==> config.mk <==
export PLATFORM = sky130hd
export DESIGN_NAME = ins_dispatch_sb_flat
export DESIGN_NICKNAME = d
export VERILOG_FILES = /design/src/rtl/ins_dispatch_sb_if.sv /design/src/rtl/ins_dispatch_sb.sv /design/src/flat_wrapper.sv
export SDC_FILE = /design/constraint.sdc
export NUM_CORES = 1
export LEC_CHECK = 0
export ABC_AREA = 1
export CORE_ASPECT_RATIO = 0.75
export CORE_MARGIN = 2
export CORE_UTILIZATION = 38
export CTS_CLUSTER_SIZE = 24
export DETAILED_ROUTE_END_ITERATION = 10
export PLACE_DENSITY = 0.69
export SLEW_MARGIN = 20
export SYNTH_ARGS = -nofsm -noshare
export SYNTH_HDL_FRONTEND = slang
export SYNTH_SLANG_ARGS = --single-unit
==> constraint.sdc <==
create_clock -name clk -period 7.69 [get_ports clk]
set_input_delay 1.9225 -clock clk [delete_from_list [all_inputs] [get_ports clk]]
set_output_delay 1.9225 -clock clk [all_outputs]
set_load 0.01 [all_outputs]
==> src/rtl/ins_dispatch_sb_if.sv <==
// Instruction-stream and engine-port bundle for the instruction dispatcher.
// master = instruction source / engine side, slave = dispatcher side.
interface ins_dispatch_sb_if #(
    parameter int unsigned INST_W = 64
) ();
    logic              ins_valid;
    logic              ins_ready;
    logic [INST_W-1:0] ins;

    logic              ld_ins_valid;
    logic              ld_ins_ready;
    logic [INST_W-1:0] ld_ins;

    logic              pe_ins_valid;
    logic              pe_ins_ready;
    logic [INST_W-1:0] pe_ins;

    logic              st_ins_valid;
    logic              st_ins_ready;
    logic [INST_W-1:0] st_ins;

    modport master (
        output ins_valid, ins,
        input  ins_ready,
        input  ld_ins_valid, ld_ins,
        output ld_ins_ready,
        input  pe_ins_valid, pe_ins,
        output pe_ins_ready,
        input  st_ins_valid, st_ins,
        output st_ins_ready
    );

    modport slave (
        input  ins_valid, ins,
        output ins_ready,
        output ld_ins_valid, ld_ins,
        input  ld_ins_ready,
        output pe_ins_valid, pe_ins,
        input  pe_ins_ready,
        output st_ins_valid, st_ins,
        input  st_ins_ready
    );
endinterface

==> src/rtl/ins_dispatch_sb.sv <==
// Instruction dispatcher with per-class queues and a load/compute scoreboard:
// compute issues only once its buffer slot is loaded and the PE array is idle.
module ins_dispatch_sb #(
    parameter int unsigned INST_W  = 64,
    parameter int unsigned PE_NUM  = 32,
    parameter int unsigned Q_DEPTH = 4,
    parameter int unsigned BUF_NUM = 2
) (
    input  logic              clk,
    input  logic              rst,
    ins_dispatch_sb_if.slave  bus,
    input  logic              rx_done_pulse,
    input  logic [5:0]        rx_done_buf_id,
    input  logic [PE_NUM-1:0] pe_done,
    output logic [3:0]        conf_layer_type,
    output logic [3:0]        conf_in_ch_seg,
    output logic [3:0]        conf_out_ch_seg,
    output logic [7:0]        conf_in_img_width,
    output logic [7:0]        conf_out_img_width,
    output logic              conf_pooling,
    output logic              conf_relu,
    output logic              conf_depool,
    output logic              working,
    output logic              err_illegal
);
    localparam int unsigned SLOT_W = $clog2(BUF_NUM);
    localparam int unsigned PTR_W  = $clog2(Q_DEPTH);
    localparam int unsigned CNT_W  = PTR_W + 1;
    localparam int unsigned OUT_W  = $clog2(Q_DEPTH * BUF_NUM) + 1;

    localparam logic [3:0] ClsCfg = 4'd0;
    localparam logic [3:0] ClsLd  = 4'd1;
    localparam logic [3:0] ClsPe  = 4'd2;
    localparam logic [3:0] ClsSt  = 4'd3;

    // Queue index 0 = load, 1 = compute, 2 = store.
    logic [INST_W-1:0] mem_q [3][Q_DEPTH];
    logic [CNT_W-1:0]  wr_ptr_q [3];
    logic [CNT_W-1:0]  rd_ptr_q [3];
    logic [CNT_W-1:0]  q_fill [3];
    logic [2:0]        q_empty;
    logic [2:0]        q_full;
    logic [2:0]        q_push;
    logic [2:0]        q_pop;

    logic [OUT_W-1:0]  outst_q;
    logic [BUF_NUM-1:0] loaded_q;
    logic [BUF_NUM-1:0] loaded_d;
    logic              busy_q;
    logic              pe_done_all_q;
    logic              working_q;
    logic              err_q;

    logic [3:0]        conf_layer_type_q;
    logic [3:0]        conf_in_ch_seg_q;
    logic [3:0]        conf_out_ch_seg_q;
    logic [7:0]        conf_in_img_width_q;
    logic [7:0]        conf_out_img_width_q;
    logic              conf_pooling_q;
    logic              conf_relu_q;
    logic              conf_depool_q;

    logic [3:0]        ins_cls;
    logic              ins_ready_c;
    logic              ins_acc;
    logic              cfg_acc;
    logic              ill_acc;
    logic [INST_W-1:0] ld_head;
    logic [INST_W-1:0] pe_head;
    logic [INST_W-1:0] st_head;
    logic [SLOT_W-1:0] pe_slot;
    logic [SLOT_W-1:0] rx_slot;
    logic              rx_ok;
    logic              pe_rise;
    logic              pe_valid_c;
    logic              st_valid_c;

    always_comb begin
        for (int i = 0; i < 3; i++) begin
            q_fill[i]  = wr_ptr_q[i] - rd_ptr_q[i];
            q_empty[i] = (q_fill[i] == '0);
            q_full[i]  = (q_fill[i] == CNT_W'(Q_DEPTH));
        end
    end

    assign ins_cls = bus.ins[INST_W-1 -: 4];

    // Config waits for full drain so layer parameters never change under in-flight work.
    always_comb begin
        ins_ready_c = 1'b1;
        unique case (ins_cls)
            ClsCfg:  ins_ready_c = (&q_empty) && (outst_q == '0) && !busy_q;
            ClsLd:   ins_ready_c = !q_full[0];
            ClsPe:   ins_ready_c = !q_full[1];
            ClsSt:   ins_ready_c = !q_full[2];
            default: ins_ready_c = 1'b1;
        endcase
    end

    assign ins_acc   = bus.ins_valid && ins_ready_c;
    assign cfg_acc   = ins_acc && (ins_cls == ClsCfg);
    assign ill_acc   = ins_acc && (ins_cls[3:2] != 2'b00);
    assign q_push[0] = ins_acc && (ins_cls == ClsLd);
    assign q_push[1] = ins_acc && (ins_cls == ClsPe);
    assign q_push[2] = ins_acc && (ins_cls == ClsSt);

    assign ld_head = mem_q[0][rd_ptr_q[0][PTR_W-1:0]];
    assign pe_head = mem_q[1][rd_ptr_q[1][PTR_W-1:0]];
    assign st_head = mem_q[2][rd_ptr_q[2][PTR_W-1:0]];
    assign pe_slot = pe_head[SLOT_W-1:0];
    assign rx_slot = rx_done_buf_id[SLOT_W-1:0];

    assign pe_valid_c = !q_empty[1] && loaded_q[pe_slot] && !busy_q;
    assign st_valid_c = !q_empty[2] && q_empty[1] && !busy_q;

    assign q_pop[0] = !q_empty[0] && bus.ld_ins_ready;
    assign q_pop[1] = pe_valid_c && bus.pe_ins_ready;
    assign q_pop[2] = st_valid_c && bus.st_ins_ready;

    assign rx_ok   = rx_done_pulse && (outst_q != '0);
    assign pe_rise = (&pe_done) && !pe_done_all_q;

    // A completion landing on the slot being consumed re-marks it loaded.
    always_comb begin
        loaded_d = loaded_q;
        if (q_pop[1]) loaded_d[pe_slot] = 1'b0;
        if (rx_ok)    loaded_d[rx_slot] = 1'b1;
    end

    always_ff @(posedge clk) begin
        for (int i = 0; i < 3; i++) begin
            if (q_push[i]) mem_q[i][wr_ptr_q[i][PTR_W-1:0]] <= bus.ins;
        end
    end

    always_ff @(posedge clk) begin
        if (rst) begin
            for (int i = 0; i < 3; i++) begin
                wr_ptr_q[i] <= '0;
                rd_ptr_q[i] <= '0;
            end
            outst_q              <= '0;
            loaded_q             <= '0;
            busy_q               <= 1'b0;
            pe_done_all_q        <= 1'b1;
            working_q            <= 1'b0;
            err_q                <= 1'b0;
            conf_layer_type_q    <= '0;
            conf_in_ch_seg_q     <= '0;
            conf_out_ch_seg_q    <= '0;
            conf_in_img_width_q  <= '0;
            conf_out_img_width_q <= '0;
            conf_pooling_q       <= 1'b0;
            conf_relu_q          <= 1'b0;
            conf_depool_q        <= 1'b0;
        end else begin
            for (int i = 0; i < 3; i++) begin
                if (q_push[i]) wr_ptr_q[i] <= wr_ptr_q[i] + 1'b1;
                if (q_pop[i])  rd_ptr_q[i] <= rd_ptr_q[i] + 1'b1;
            end
            if (q_pop[0] && !rx_ok) begin
                outst_q <= outst_q + 1'b1;
            end else if (!q_pop[0] && rx_ok) begin
                outst_q <= outst_q - 1'b1;
            end
            loaded_q      <= loaded_d;
            pe_done_all_q <= &pe_done;
            if (pe_rise)  busy_q <= 1'b0;
            if (q_pop[1]) busy_q <= 1'b1;
            if (ill_acc)  err_q <= 1'b1;
            working_q <= !(&q_empty) || (outst_q != '0) || busy_q;
            if (cfg_acc) begin
                conf_layer_type_q    <= bus.ins[59:56];
                conf_in_ch_seg_q     <= bus.ins[55:52];
                conf_out_ch_seg_q    <= bus.ins[51:48];
                conf_in_img_width_q  <= bus.ins[47:40];
                conf_out_img_width_q <= bus.ins[39:32];
                conf_pooling_q       <= bus.ins[2];
                conf_relu_q          <= bus.ins[1];
                conf_depool_q        <= bus.ins[0];
            end
        end
    end

    assign bus.ins_ready    = ins_ready_c;
    assign bus.ld_ins_valid = !q_empty[0];
    assign bus.ld_ins       = ld_head;
    assign bus.pe_ins_valid = pe_valid_c;
    assign bus.pe_ins       = pe_head;
    assign bus.st_ins_valid = st_valid_c;
    assign bus.st_ins       = st_head;

    assign conf_layer_type    = conf_layer_type_q;
    assign conf_in_ch_seg     = conf_in_ch_seg_q;
    assign conf_out_ch_seg    = conf_out_ch_seg_q;
    assign conf_in_img_width  = conf_in_img_width_q;
    assign conf_out_img_width = conf_out_img_width_q;
    assign conf_pooling       = conf_pooling_q;
    assign conf_relu          = conf_relu_q;
    assign conf_depool        = conf_depool_q;
    assign working            = working_q;
    assign err_illegal        = err_q;

    logic unused_bits;
    assign unused_bits = ^{rx_done_buf_id, bus.ins, ld_head, pe_head};
endmodule

==> src/flat_wrapper.sv <==
// flat-port wrapper written by rule: the top's interface ports become plain ports
module ins_dispatch_sb_flat 
#(
    parameter int unsigned INST_W  = 64,
    parameter int unsigned PE_NUM  = 32,
    parameter int unsigned Q_DEPTH = 4,
    parameter int unsigned BUF_NUM = 2
)
  (clk, rst, rx_done_pulse, rx_done_buf_id, pe_done, conf_layer_type, conf_in_ch_seg, conf_out_ch_seg, conf_in_img_width, conf_out_img_width, conf_pooling, conf_relu, conf_depool, working, err_illegal, bus_ins_valid, bus_ins, bus_ins_ready, bus_ld_ins_valid, bus_ld_ins, bus_ld_ins_ready, bus_pe_ins_valid, bus_pe_ins, bus_pe_ins_ready, bus_st_ins_valid, bus_st_ins, bus_st_ins_ready);
  ins_dispatch_sb_if #(.INST_W(INST_W)) bus_i ();
  input  logic clk;
  input  logic rst;
  input  logic rx_done_pulse;
  input  logic [5:0] rx_done_buf_id;
  input  logic [PE_NUM-1:0] pe_done;
  output logic [3:0] conf_layer_type;
  output logic [3:0] conf_in_ch_seg;
  output logic [3:0] conf_out_ch_seg;
  output logic [7:0] conf_in_img_width;
  output logic [7:0] conf_out_img_width;
  output logic conf_pooling;
  output logic conf_relu;
  output logic conf_depool;
  output logic working;
  output logic err_illegal;
  input wire logic [$bits(bus_i.ins_valid)-1:0] bus_ins_valid;
  input wire logic [$bits(bus_i.ins)-1:0] bus_ins;
  output wire logic [$bits(bus_i.ins_ready)-1:0] bus_ins_ready;
  output wire logic [$bits(bus_i.ld_ins_valid)-1:0] bus_ld_ins_valid;
  output wire logic [$bits(bus_i.ld_ins)-1:0] bus_ld_ins;
  input wire logic [$bits(bus_i.ld_ins_ready)-1:0] bus_ld_ins_ready;
  output wire logic [$bits(bus_i.pe_ins_valid)-1:0] bus_pe_ins_valid;
  output wire logic [$bits(bus_i.pe_ins)-1:0] bus_pe_ins;
  input wire logic [$bits(bus_i.pe_ins_ready)-1:0] bus_pe_ins_ready;
  output wire logic [$bits(bus_i.st_ins_valid)-1:0] bus_st_ins_valid;
  output wire logic [$bits(bus_i.st_ins)-1:0] bus_st_ins;
  input wire logic [$bits(bus_i.st_ins_ready)-1:0] bus_st_ins_ready;
  assign bus_i.ins_valid = bus_ins_valid;
  assign bus_i.ins = bus_ins;
  assign bus_ins_ready = bus_i.ins_ready;
  assign bus_ld_ins_valid = bus_i.ld_ins_valid;
  assign bus_ld_ins = bus_i.ld_ins;
  assign bus_i.ld_ins_ready = bus_ld_ins_ready;
  assign bus_pe_ins_valid = bus_i.pe_ins_valid;
  assign bus_pe_ins = bus_i.pe_ins;
  assign bus_i.pe_ins_ready = bus_pe_ins_ready;
  assign bus_st_ins_valid = bus_i.st_ins_valid;
  assign bus_st_ins = bus_i.st_ins;
  assign bus_i.st_ins_ready = bus_st_ins_ready;
  ins_dispatch_sb #(.INST_W(INST_W), .PE_NUM(PE_NUM), .Q_DEPTH(Q_DEPTH), .BUF_NUM(BUF_NUM)) u_core (.clk(clk), .rst(rst), .bus(bus_i), .rx_done_pulse(rx_done_pulse), .rx_done_buf_id(rx_done_buf_id), .pe_done(pe_done), .conf_layer_type(conf_layer_type), .conf_in_ch_seg(conf_in_ch_seg), .conf_out_ch_seg(conf_out_ch_seg), .conf_in_img_width(conf_in_img_width), .conf_out_img_width(conf_out_img_width), .conf_pooling(conf_pooling), .conf_relu(conf_relu), .conf_depool(conf_depool), .working(working), .err_illegal(err_illegal));
endmodule
; Word-level counts from Yosys, hierarchy flattened
; Memories as Yosys holds them, arrays and structs flattened.
; Cells that the tools add are included.
[totals]
reg_bits = 41
mem_bits_rw = 786
word_cells = 175
n_memories = 3
[memory_table]
columns = memory, words, width, read_ports, rd_ports_with_merged_regs, wr, line
row1 = u_core.mem_q, 3, 256, 3, 0, 1, ins_dispatch_sb.sv:37  ; logic [INST_W-1:0] mem_q [3][Q_DEPTH];
row2 = u_core.rd_ptr_q, 3, 3, 3, 0, 3, ins_dispatch_sb.sv:39  ; logic [CNT_W-1:0] rd_ptr_q [3];
row3 = u_core.wr_ptr_q, 3, 3, 3, 0, 3, ins_dispatch_sb.sv:38  ; logic [CNT_W-1:0] wr_ptr_q [3];
[classes]
addsub = 11
order_cmp = 13
n_eq_ne = 6
mux = 63
bitwise = 15
reduce_logical = 50
[ops]
columns = operator, n
row1 = $mux W256, 7
row2 = $mux W64, 9
row3 = $reduce_or A256 Y1, 2
row4 = $bmux W64 S2, 3
row5 = $demux W64 S2, 3
row6 = $reduce_and A32 Y1, 1
row7 = $mux W1, 26
row8 = $logic_and A1 B1 Y1, 24
row9 = $add A3 B1 Y3 const B, 6
row10 = $ge A3 B3 Y1 const B, 6
row11 = $mux W3, 6
row12 = $not A2 Y3, 6
row13 = $logic_not A1 Y1, 11
row14 = $eq A3 B3 Y1 const B, 3
row15 = $logic_not A3 Y1, 3
row16 = $lt A3 B1 Y1 const B, 3
row17 = $sub A3 B3 Y3, 3
row18 = $eq A4 B2 Y1 const B, 2
row19 = $logic_not A4 Y1, 2
row20 = $mux W2, 4
row21 = $mux W4, 2
row22 = $or A1 B1 Y1, 6
row23 = $reduce_bool A2 Y1, 3
row24 = $add A4 B1 Y4 const B, 1
row25 = other kinds (12), 16

; Logic depth before layout (Yosys ltp)
[depth]
depth_word = 13
ltp_mapped = 19

; Worst setup path after synthesis
; No wires, ideal clock.
[synth_path]
kind = input port to flip-flop
start = input port bus_ins[63]
end = memory u_core.mem_q[0][0] (netlist bit) (enable)
t_arrival_ps = 5744
t_required_ps = 7203
setup_slack_ps = 1459
cell_stages = 9
path_buffers = 1
path_cell_list = or2_1 > buf_2 > nor3_1 > nand2_1 > nand2_1 > nor2_1 > a21boi_0 > nand2_1 > nor2_1
[synth_between]
elab_chain_len = 9
elab_cells_between_ends = 21
classes_between = 3 x eq/ne / 11 x mux / 7 x reduce/logical
[synth_rtl]
columns = element, line
row1 = from (decl), flat_wrapper.sv:27  ; input wire logic [$bits(bus_i.ins)-1:0] bus_ins;
row2 = "$eq A4 B2 Y1, or another cell as far along", "ins_dispatch_sb.sv:91, ins_dispatch_sb.sv:105"
row3 = $pmux W1 S4, ins_dispatch_sb.sv:91  ; unique case (ins_cls)
row4 = $logic_and A1 B1 Y1, ins_dispatch_sb.sv:100  ; assign ins_acc = bus.ins_valid && ins_ready_c;
row5 = $logic_and A1 B1 Y1, ins_dispatch_sb.sv:104  ; assign q_push[1] = ins_acc && (ins_cls == ClsPe);
row6 = $mux W1, ins_dispatch_sb.sv:132  ; if (q_push[i]) mem_q[i][wr_ptr_q[i][PTR_W-1:0]] <= bus.ins;
row7 = $mux W256 (not written as such), ins_dispatch_sb.sv:132
row8 = $reduce_or A256 Y1 (no source line), --
row9 = $mux W2 (no source line) or $mux W256 (tied branches) (2 in a row), --
row10 = to (decl), ins_dispatch_sb.sv:37
; Several ways; a longest one is shown, not always the timed one.

; Worst setup path after layout
[layout_path]
start = input port bus_ins[60]
end = output port bus_ins_ready
[layout_between]
elab_chain_len = 2
elab_cells_between_ends = 5
classes_between = 3 x eq/ne / 1 x mux / 1 x reduce/logical
[layout_rtl]
columns = element, line
row1 = "$eq A4 B2 Y1, or another cell as far along", ins_dispatch_sb.sv:91
row2 = $pmux W1 S4 (*), ins_dispatch_sb.sv:91
row3 = to (decl), flat_wrapper.sv:28  ; output wire logic [$bits(bus_i.ins_ready)-1:0] bus_ins_ready;
; Mark *: on every way between the ends. The rest lies on a longest branch, timed or not.

==> impl_metrics.toml <==
[yosys]
yosys_register_bits = 827
syn_nets = 2531
ys_seq_area_share_pct = 76.9
netlist_area_sq_um = 31700
yosysWarnings = 0
synthDistinctLibCells = 29
avgSynthCellArea_sq_um = 13.2
netlist_instances = 2397

[setup_path]
path_class = "primary input to output pin"
startpoint_type = "primary input"
cp_max_fo = 15
end_kind = "output pin"
crit_required_ps = 5770
arrival_ps = 4390

[final_layout]
final_common_cell = "edfxtp_1"
nets = 2849
syn2layout_area_growth_pct = 23.6
n_antenna_cell = 0
utilization_pct = 47.6
layout_common_cells = "786 x edfxtp_1, 440 x nor2_1, 388 x o21ai_0, 332 x clkdlybuf4s50_1, 191 x o22ai_1"
drive_above_1_share_pct = 6.98

[floorplan]
die-area_sq_um = 85900
start_util_pct = 38.5
core_sq_um = 82400
die_x_microns = 338
placementRows = 91
boundaryPins = 338
die_h_microns = 254

[power_and_ir_drop]
comb_power_share_pct = 15.4
clkPwrFrac_pct = 38.5
p_int_uw = 8080
p_seq_share_pct = 46.1
power_density_nw_per_um2 = 276
sw_frac_of_total_pct = 25.4
leakage_uw = 0.0131
p_switching_uw = 2760
ir_drop_v = 0.000199

[timing]
hold_violations = 0
rsz0062_at_grt = "no"
final.setup.worst_slack_ps = 1380
worstMarginPinSlew_ps = 994
slew_violations = 0
skew_ps = 23.3
clock.fmax_ghz = 0.158
fin_crit_sh_pct = 82.1
setup-violations-final = 0
slew_headroom_pct = 33.7
period_needed_ps = 6310
setup_tns_ps = 0

[place]
place_hpwl_mm = 49.8
pre_cts_slack_ps = 1420
place.gp.congestion = 0.777
portBuffers = 332

[drt]
routed_wl_mm = 84.7
viasPerCell = 5.23
dr.pass1.iters = 5
routedWlPerCell_microns = 21.7
ant_nets = 0
drc = 0
drt_iter0_markers = 2008
vias = 20400

[clock_network]
cts_hold_buf = 0
cts_tree = "done"
cts_root_buf = "clkbuf_16"
cts.path.max_buffers = 3
cts_setup_buffers = 0
cts_resized = 0
clk_pin_slew_worst_paths_ps = 60
ctsHtreeMaxLevel = 3
cts.sinks = 827
cts_buffers = 83
clock_latency_ps = 640

[outcome]
outcome = "finished, final reports clean"

[global_route]
grt_pass1_vias = 19000
grtUsageTotal_pct = 19.3
grt_start_max_net_pins = 98
antenna_found_initial = 2
grt_overflow = 0
grt_pass1_wl_mm = 123

[hold_path]
hp-class = "flip-flop to flip-flop"

[job]
maxCapViolCount = 0
-- synthesized netlist by cell type --
cell type / count / area [sq um]
fa_1: 1 / 20.0
nand2_1: 133 / 499
or2_2: 1 / 6.26
nor3_4: 1 / 16.3
nand4_1: 40 / 250
a21boi_0: 1 / 7.51
o22ai_1: 191 / 1190
inv_1: 149 / 559
clkbuf_1: 132 / 495
edfxtp_1: 786 / 23600
nor4_1: 2 / 12.5
xnor2_1: 6 / 52.6
ha_1: 24 / 300
o2111ai_1: 1 / 8.76
nor3b_1: 1 / 7.51
nor3_2: 1 / 10.0
o21ai_0: 388 / 1940
dfxtp_1: 41 / 821
a211oi_1: 1 / 7.51
nor2_1: 452 / 1700
xor2_1: 3 / 26.3
clkinv_1: 1 / 3.75
nand2_2: 1 / 6.26
buf_1: 5 / 18.8
a21oi_1: 12 / 60.1
nor3_1: 2 / 10.0
buf_2: 8 / 40.0
nand3_1: 12 / 60.1
or2_1: 1 / 6.26
-- power groups by stage --
stage | clock network (uW) | registers, uW | logic, uW
after floorplan | 0 | 5090 | 774
after CTS | 4240 | 4990 | 1690
after global placement | 0 | 5090 | 1660
final | 4170 | 4990 | 1670
after detailed placement | 0 | 5090 | 1680
after global routing | 4410 | 5000 | 1810
-- layout make-up --
class                   count  area (sq um)
clock buffers             107          2240
clock inverters            43           576
fillers                  7156         43200
inverters                 150           571
multi-input cells        1275          6300
flip-flops and latches    827         24400
well taps                1116          1400
repair buffers            378          3740
-- registers in the layout, indices dropped and copies added, names as in the netlist, 2 cells and up --
signal                     flops
u_core.outst_q                 4
u_core.conf_layer_type         4
u_core.conf_in_ch_seg          4
u_core.conf_out_ch_seg         4
u_core.rd_ptr_q                9
u_core.wr_ptr_q                9
u_core.conf_in_img_width       8
u_core.loaded_q                2
u_core.mem_q                 768
u_core.conf_out_img_width      8
-- path summary, 6_finish.rpt --
path                               from                    to  slack (ps)  depth (start not counted)
setup reg to reg  u_core.rd_ptr_q[0][3]  u_core.mem_q[0][280]        2740                         14
hold / removal       u_core.loaded_q[1]    u_core.loaded_q[1]         470                          2
hold reg to reg      u_core.loaded_q[1]    u_core.loaded_q[1]         470                          2
setup / recovery            bus_ins[60]         bus_ins_ready        1380                          8
-- worst max-delay path: stages --
cell	delay [ps]
clkdlybuf4s50_1	1020
inv_1	190
nor3_1	330
nand2_1	120
nand2_1	90
nor2_1	70
nand2_2	100
clkdlybuf4s50_1	550
-- metal layers --
metal  up-vias  track usage, %  part of all wire (%)
met5         -               0                     0
met4         0            4.84                   1.8
met3       107            3.52                   7.3
met1     10200            27.7                    44
li1       9344               -                     -
met2       726            30.5                    47
-- cells by family (layout without fill, tap and decap cells) --
family	Yosys count	after routing	synth area share (%)
and+or+nand+nor	647	647	8.13
AOI/OAI and AO/OA	594	594	10.1
adders and majority gates	25	25	1.01
xor gates and xnor gates	9	9	0.248
buffers and inverters	295	678	3.52
DFF	827	827	76.9
-- metrics by stage --
step           hold slack (ps)  total power [uW]  instances  cell area (sq um)
5_1_grt                    506             11200       3896              39200
4_1_cts                    476             10900       3895              39200
3_3_place_gp               459              6750       3745              36400
2_1_floorplan              450              5860       2397              31700
6_report                   474             10800       3896              39200
3_5_place_dp               468              6760       3745              36400
(Power assumes the default switching activity.)
